**src/rtl/mem_responder.sv**
```systemverilog
// Unified big-endian byte memory serving a data port and an instruction port through req/ack handshakes.
// Define MEM_WAIT_EN to insert WAIT_CYCLES wait states per access; otherwise every access answers after one edge.
module mem_responder #(
    parameter int DEPTH_BYTES = 256,
    parameter int WAIT_CYCLES = 2
) (
    input  logic        CLK,
    input  logic        Reset,
    input  logic        ins_req,
    input  logic [31:0] ins_addr,
    output logic        ins_ack,
    output logic [31:0] ins_rdata,
    input  logic        data_req,
    input  logic        data_we,
    input  logic [31:0] data_addr,
    input  logic [31:0] data_wdata,
    output logic        data_ack,
    output logic [31:0] data_rdata,
    output logic        err
);

    localparam int AW = $clog2(DEPTH_BYTES);

`ifdef MEM_WAIT_EN
    localparam int W_EFF = WAIT_CYCLES;
`else
    localparam int unused_wait_cycles = WAIT_CYCLES;
`endif

    typedef enum logic [1:0] {
        S_IDLE = 2'd0,
`ifdef MEM_WAIT_EN
        S_WAIT = 2'd1,
`endif
        S_RESP = 2'd2
    } state_t;

    state_t          state_q, state_d;
    logic            port_data_q, port_data_d;
    logic            we_q, we_d;
    logic [AW-1:0]   addr_q, addr_d;
    logic [31:0]     wdata_q, wdata_d;
`ifdef MEM_WAIT_EN
    logic [3:0]      cnt_q, cnt_d;
`endif
    logic [31:0]     ins_rdata_q, data_rdata_q;
    logic            err_q;
    logic            enter_resp;
    logic            misaligned;
    logic            wr_en;
    logic [AW-1:0]   word_base;
    logic [AW-1:0]   byte_idx [4];
    logic [31:0]     rd_word;
    logic            unused_bits;

    logic [7:0]      mem_q [DEPTH_BYTES];

    assign unused_bits = ^{ins_addr[31:AW], data_addr[31:AW]};

    // On the accepting edge the _d fields carry the incoming request; afterwards they
    // just hold the latched copy, so the RESP-entry work can always use the _d view.
    always_comb begin
        state_d     = state_q;
        port_data_d = port_data_q;
        we_d        = we_q;
        addr_d      = addr_q;
        wdata_d     = wdata_q;
`ifdef MEM_WAIT_EN
        cnt_d       = cnt_q;
`endif
        enter_resp  = 1'b0;
        case (state_q)
            S_IDLE: begin
                if (data_req || ins_req) begin
                    port_data_d = data_req;
                    we_d        = data_req & data_we;
                    addr_d      = data_req ? data_addr[AW-1:0] : ins_addr[AW-1:0];
                    wdata_d     = data_wdata;
`ifdef MEM_WAIT_EN
                    if (W_EFF > 0) begin
                        state_d = S_WAIT;
                        cnt_d   = 4'(W_EFF - 1);
                    end else begin
                        state_d    = S_RESP;
                        enter_resp = 1'b1;
                    end
`else
                    state_d    = S_RESP;
                    enter_resp = 1'b1;
`endif
                end
            end
`ifdef MEM_WAIT_EN
            S_WAIT: begin
                if (cnt_q == 4'd0) begin
                    state_d    = S_RESP;
                    enter_resp = 1'b1;
                end else begin
                    cnt_d = cnt_q - 4'd1;
                end
            end
`endif
            S_RESP:  state_d = S_IDLE;
            default: state_d = S_IDLE;
        endcase
    end

    assign misaligned = (addr_d[1:0] != 2'b00);
    assign wr_en      = enter_resp & port_data_d & we_d & ~misaligned;
    assign word_base  = addr_d & ~AW'(3);

    for (genvar gi = 0; gi < 4; gi++) begin : g_lane
        assign byte_idx[gi]          = word_base | AW'(gi);
        assign rd_word[31-8*gi -: 8] = mem_q[byte_idx[gi]];
    end

    always_ff @(posedge CLK) begin
        if (Reset) begin
            state_q      <= S_IDLE;
            port_data_q  <= 1'b0;
            we_q         <= 1'b0;
            addr_q       <= '0;
            wdata_q      <= '0;
`ifdef MEM_WAIT_EN
            cnt_q        <= '0;
`endif
            ins_rdata_q  <= '0;
            data_rdata_q <= '0;
            err_q        <= 1'b0;
        end else begin
            state_q      <= state_d;
            port_data_q  <= port_data_d;
            we_q         <= we_d;
            addr_q       <= addr_d;
            wdata_q      <= wdata_d;
`ifdef MEM_WAIT_EN
            cnt_q        <= cnt_d;
`endif
            if (enter_resp) begin
                err_q <= misaligned;
                if (misaligned) begin
                    if (port_data_d) data_rdata_q <= '0;
                    else             ins_rdata_q  <= '0;
                end else if (!we_d) begin
                    if (port_data_d) data_rdata_q <= rd_word;
                    else             ins_rdata_q  <= rd_word;
                end
            end else if (state_q == S_RESP) begin
                err_q <= 1'b0;
            end
        end
    end

    // Contents survive reset; a store racing a reset edge is dropped.
    always_ff @(posedge CLK) begin
        if (!Reset && wr_en) begin
            for (int k = 0; k < 4; k++) begin
                mem_q[byte_idx[k]] <= wdata_d[31-8*k -: 8];
            end
        end
    end

    always_comb begin
        ins_ack  = (state_q == S_RESP) && !port_data_q;
        data_ack = (state_q == S_RESP) && port_data_q;
    end

    assign ins_rdata  = ins_rdata_q;
    assign data_rdata = data_rdata_q;
    assign err        = err_q;

endmodule

```
**config.mk**
```make
export PLATFORM = sky130hd
export DESIGN_NAME = mem_responder
export DESIGN_NICKNAME = d
export VERILOG_FILES = /design/src/rtl/mem_responder.sv
export SDC_FILE = /design/constraint.sdc
export NUM_CORES = 2
export LEC_CHECK = 0
export CELL_PAD_IN_SITES_DETAIL_PLACEMENT = 1
export CELL_PAD_IN_SITES_GLOBAL_PLACEMENT = 1
export CORE_ASPECT_RATIO = 0.7
export CORE_UTILIZATION = 24
export CTS_BUF_LIST = sky130_fd_sc_hd__clkbuf_2 sky130_fd_sc_hd__clkbuf_4 sky130_fd_sc_hd__clkbuf_8
export DETAILED_ROUTE_END_ITERATION = 8
export PLACE_DENSITY_LB_ADDON = 0.12
export RECOVER_POWER = 25
export SYNTH_ARGS = -nofsm -noshare
export SYNTH_HDL_FRONTEND = slang
export SYNTH_SLANG_ARGS = --single-unit
```
**constraint.sdc**
```tcl
create_clock -name CLK -period 10 [get_ports CLK]
set_input_delay 1.5 -clock CLK [delete_from_list [all_inputs] [get_ports CLK]]
set_output_delay 1.5 -clock CLK [all_outputs]
set_load 0.03 [all_outputs]
```
==> impl_metrics.tcl <==
set metrics [dict create \
    setup_violations 0 \
    ys_ff_latch 2155 \
    slew_violations 1276 \
    timing.critical_path.mode_cell "clkbuf_1" \
    post_cts_buffers 0 \
    fmax_mhz 125 \
    clockPowerShare 0.375 \
    clk_pin_slew_ps 50 \
    num-nets-final 5908 \
    ios 168 \
    hp-start "data_rdata[21]" \
    cp.required_ps 10320 \
    gp_congestion 0.793 \
    drt-initial-drc-count 7258 \
    initial_core_util 0.242 \
    hp-class "reg -> reg" \
    syn_inst 5412 \
    h-tree-depth 5 \
    fin_tns_setup_ps 0 \
    post-place-ws_ps 2410 \
    finalPower_uw 21300 \
    fin_crit_sh 0.797 \
    ys_types 76 \
    routed-via-count 55600 \
    hold_viol_final 0 \
    postCtsHoldBufs 0 \
    critPathArrivalTime_ps 8290 \
    fp.coreArea_mm2 0.345 \
    setup_slack_ps 2030 \
    wl_per_cell_um 37.6 \
    synth-async-reset-ratio 0 \
    ys.flop_type "edfxtp_1" \
    r2r-end "mem_q[49][6]" \
    numCtsBuffers 367 \
    violations "capacitance limit, slew limit" \
    synth_area_per_cell_um2 15.4 \
    critPathKind "in -> reg" \
    rows 180 \
    seq_area_frac_synth 0.761 \
    max_stage_delay_ps 2400 \
    reg2reg_depth 5 \
    worstMarginPinSlew_ps 3530 \
    grt_max_degree 74 \
    dpl-instance-area_mm2 0.0921 \
    fin_area_mm2 0.0990 \
    yosysWarnings 0 \
    layout_common_cells "2048 x edfxtp_1, 816 x nand2_1, 386 x clkbuf_8, 293 x nand3_1, 241 x buf_4" \
    drv_cap 20 \
    drt_pass1_iterations 6 \
    grt-ovfl-total 0 \
    cts.repair.resized 0 \
    status "complete, but fails checks" \
    rsz0062_at_grt "false" \
    p_per_area_mw_per_mm2 216 \
    maxSlewHeadroom -1.35 \
    clkLatencyLatePin_ps 1070 \
    post_drt_via_cell_ratio 5.18 \
    synth_fp_nets 5513 \
    intPower_uw 14900 \
    first_global_vias 54500 \
    grt_usage 0.225 \
    dp.cells 10100 \
    crit_path_start_kind "input port" \
    grt_pass1_wl_mm 531 \
    clock_sinks 2155 \
    drc 0 \
    dpl.hpwl_mm 238 \
    power_frac_comb 0.151 \
    syn_area_mm2 0.0836 \
    dieArea_mm2 0.351 \
    synth-edff-count 2048 \
    critPathTopFamily "buffers and inverters" \
    final_common_cell "edfxtp_1" \
    die_width_um 707 \
    cp_cell_sequence "dlygate4sd3_1, clkbuf_1, o21bai_4, clkbuf_1, nand2_1, nand2_2, clkbuf_1" \
    worstReg2RegStart "state_q[1]" \
    holdPathEnd "data_rdata[21]" \
    io_buffers 119 \
    ctsLongestPathBuffers 4 \
    cp-end-kind "register" \
    die_y_um 496 \
    critical_path.max_fanout 64 \
    seq_power_share 0.474 \
    worstPathBufferInverterCount 4 \
    drive_above_1_share 0.192 \
    final_antenna_net_count 0 \
    critPathSlowestCell "clkbuf_1" \
    period_minus_slack_ps 7970 \
    reg2reg_slack_ps 3270 \
    antenna_found_initial 60 \
    worst_ir_drop_vdd_uv 95.5 \
    netSwitchingPower_uw 6410 \
    cts-root-buf "clkbuf_8" \
    finClkSkew_ps 58.5 \
    hold-path-cell-count 2 \
    layout.cells.non_filler 10700 \
    switching_share 0.300 \
    cts_tree "built" \
    drt_wl_total_mm 404 \
    leakagePower_uw 0.0318 \
    area_growth_pct 18.4 \
]
-- through the flow --
stage / utilization / hold WS, ps
after floorplan: - / 444
after global placement: 0.267 / 446
after detailed placement: 0.267 / 447
after CTS: 0.287 / 455
after global routing: 0.287 / 466
final: 0.287 / 446
-- worst min-delay path, stage by stage (launching register included) --
cell,delay (ps)
dfxtp_1,310
nand2_1,50
o21ai_1,50
-- kinds of logic (layout without fill, tap and decap cells) --
family,after synthesis,count (layout),share of synthesized area
and+or+nand+nor,1459,1459,0.0748
DFF,2155,2155,0.761
AOI/OAI and AO/OA,1049,1049,0.0938
other,0,13,0
muxes,348,348,0.0444
buffers and inverters,401,1072,0.0257
-- cells in the mapped netlist, drive strengths merged, types with 22 or more instances --
library cell | number | area share
edfxtp | 2048 | 0.74
a21oi | 88 | 0.0053
mux2 | 169 | 0.023
nand2 | 849 | 0.038
a32oi | 42 | 0.0044
clkbuf | 91 | 0.0041
nor2 | 122 | 0.0055
o221ai | 207 | 0.022
nand3 | 302 | 0.018
dfxtp | 107 | 0.026
a311oi | 45 | 0.0047
buf | 296 | 0.021
mux2i | 178 | 0.021
a31oi | 66 | 0.0049
a211oi | 36 | 0.0033
a221oi | 23 | 0.0024
o22ai | 168 | 0.013
a22oi | 46 | 0.0041
nor3 | 112 | 0.0067
o21ai | 123 | 0.0074
a22o | 22 | 0.0023
-- sequential cells by signal (all words and copies together) (netlist names) --
name	flops
addr_q	8
state_q	1
port_data_q	1
ins_rdata	32
mem_q	2048
wdata_q	32
err	1
data_rdata	32
-- cell type report --
cell class                 count  area [µm²]
fill                       36400      246000
sequential                  2155       63600
multi-input combinational   2856       18700
clock buffer                 526        6360
tap                         4641        5810
timing repair buffer         413        3810
clock inverter               119         569
inverter                      14        52.6
antenna                       13        32.5
-- layer usage --
layer  part of all wire  global-route usage  up-vias
met5                  0                   0        -
met4              0.022              0.0485        0
met3              0.071              0.0327      430
met2               0.42               0.329     2352
met1               0.48               0.348    30600
li1                   -                   -    22300
-- worst max path at each step --
stage                         from        endpoint  depth (start not counted)
after global routing      data_req    mem_q[33][6]                          7
after CTS                  ins_req  data_rdata[27]                          9
after detailed placement   ins_req  data_rdata[27]                          9
after floorplan           data_req    mem_q[13][0]                         10
after global placement     ins_req   ins_rdata[27]                          9
final                     data_req    mem_q[49][6]                          7
-- power by group through the flow --
stage               Sequential, µW  Combinational (µW)  Clock [µW]
finish                       10100                3220        8000
global route                 10100                3320        8510
CTS                          10100                3220        8180
detailed placement           10300                3210           0
global placement             10300                3200           0
floorplan                    10300                1460           0
No activity file was read; power rests on OpenSTA's default activity.
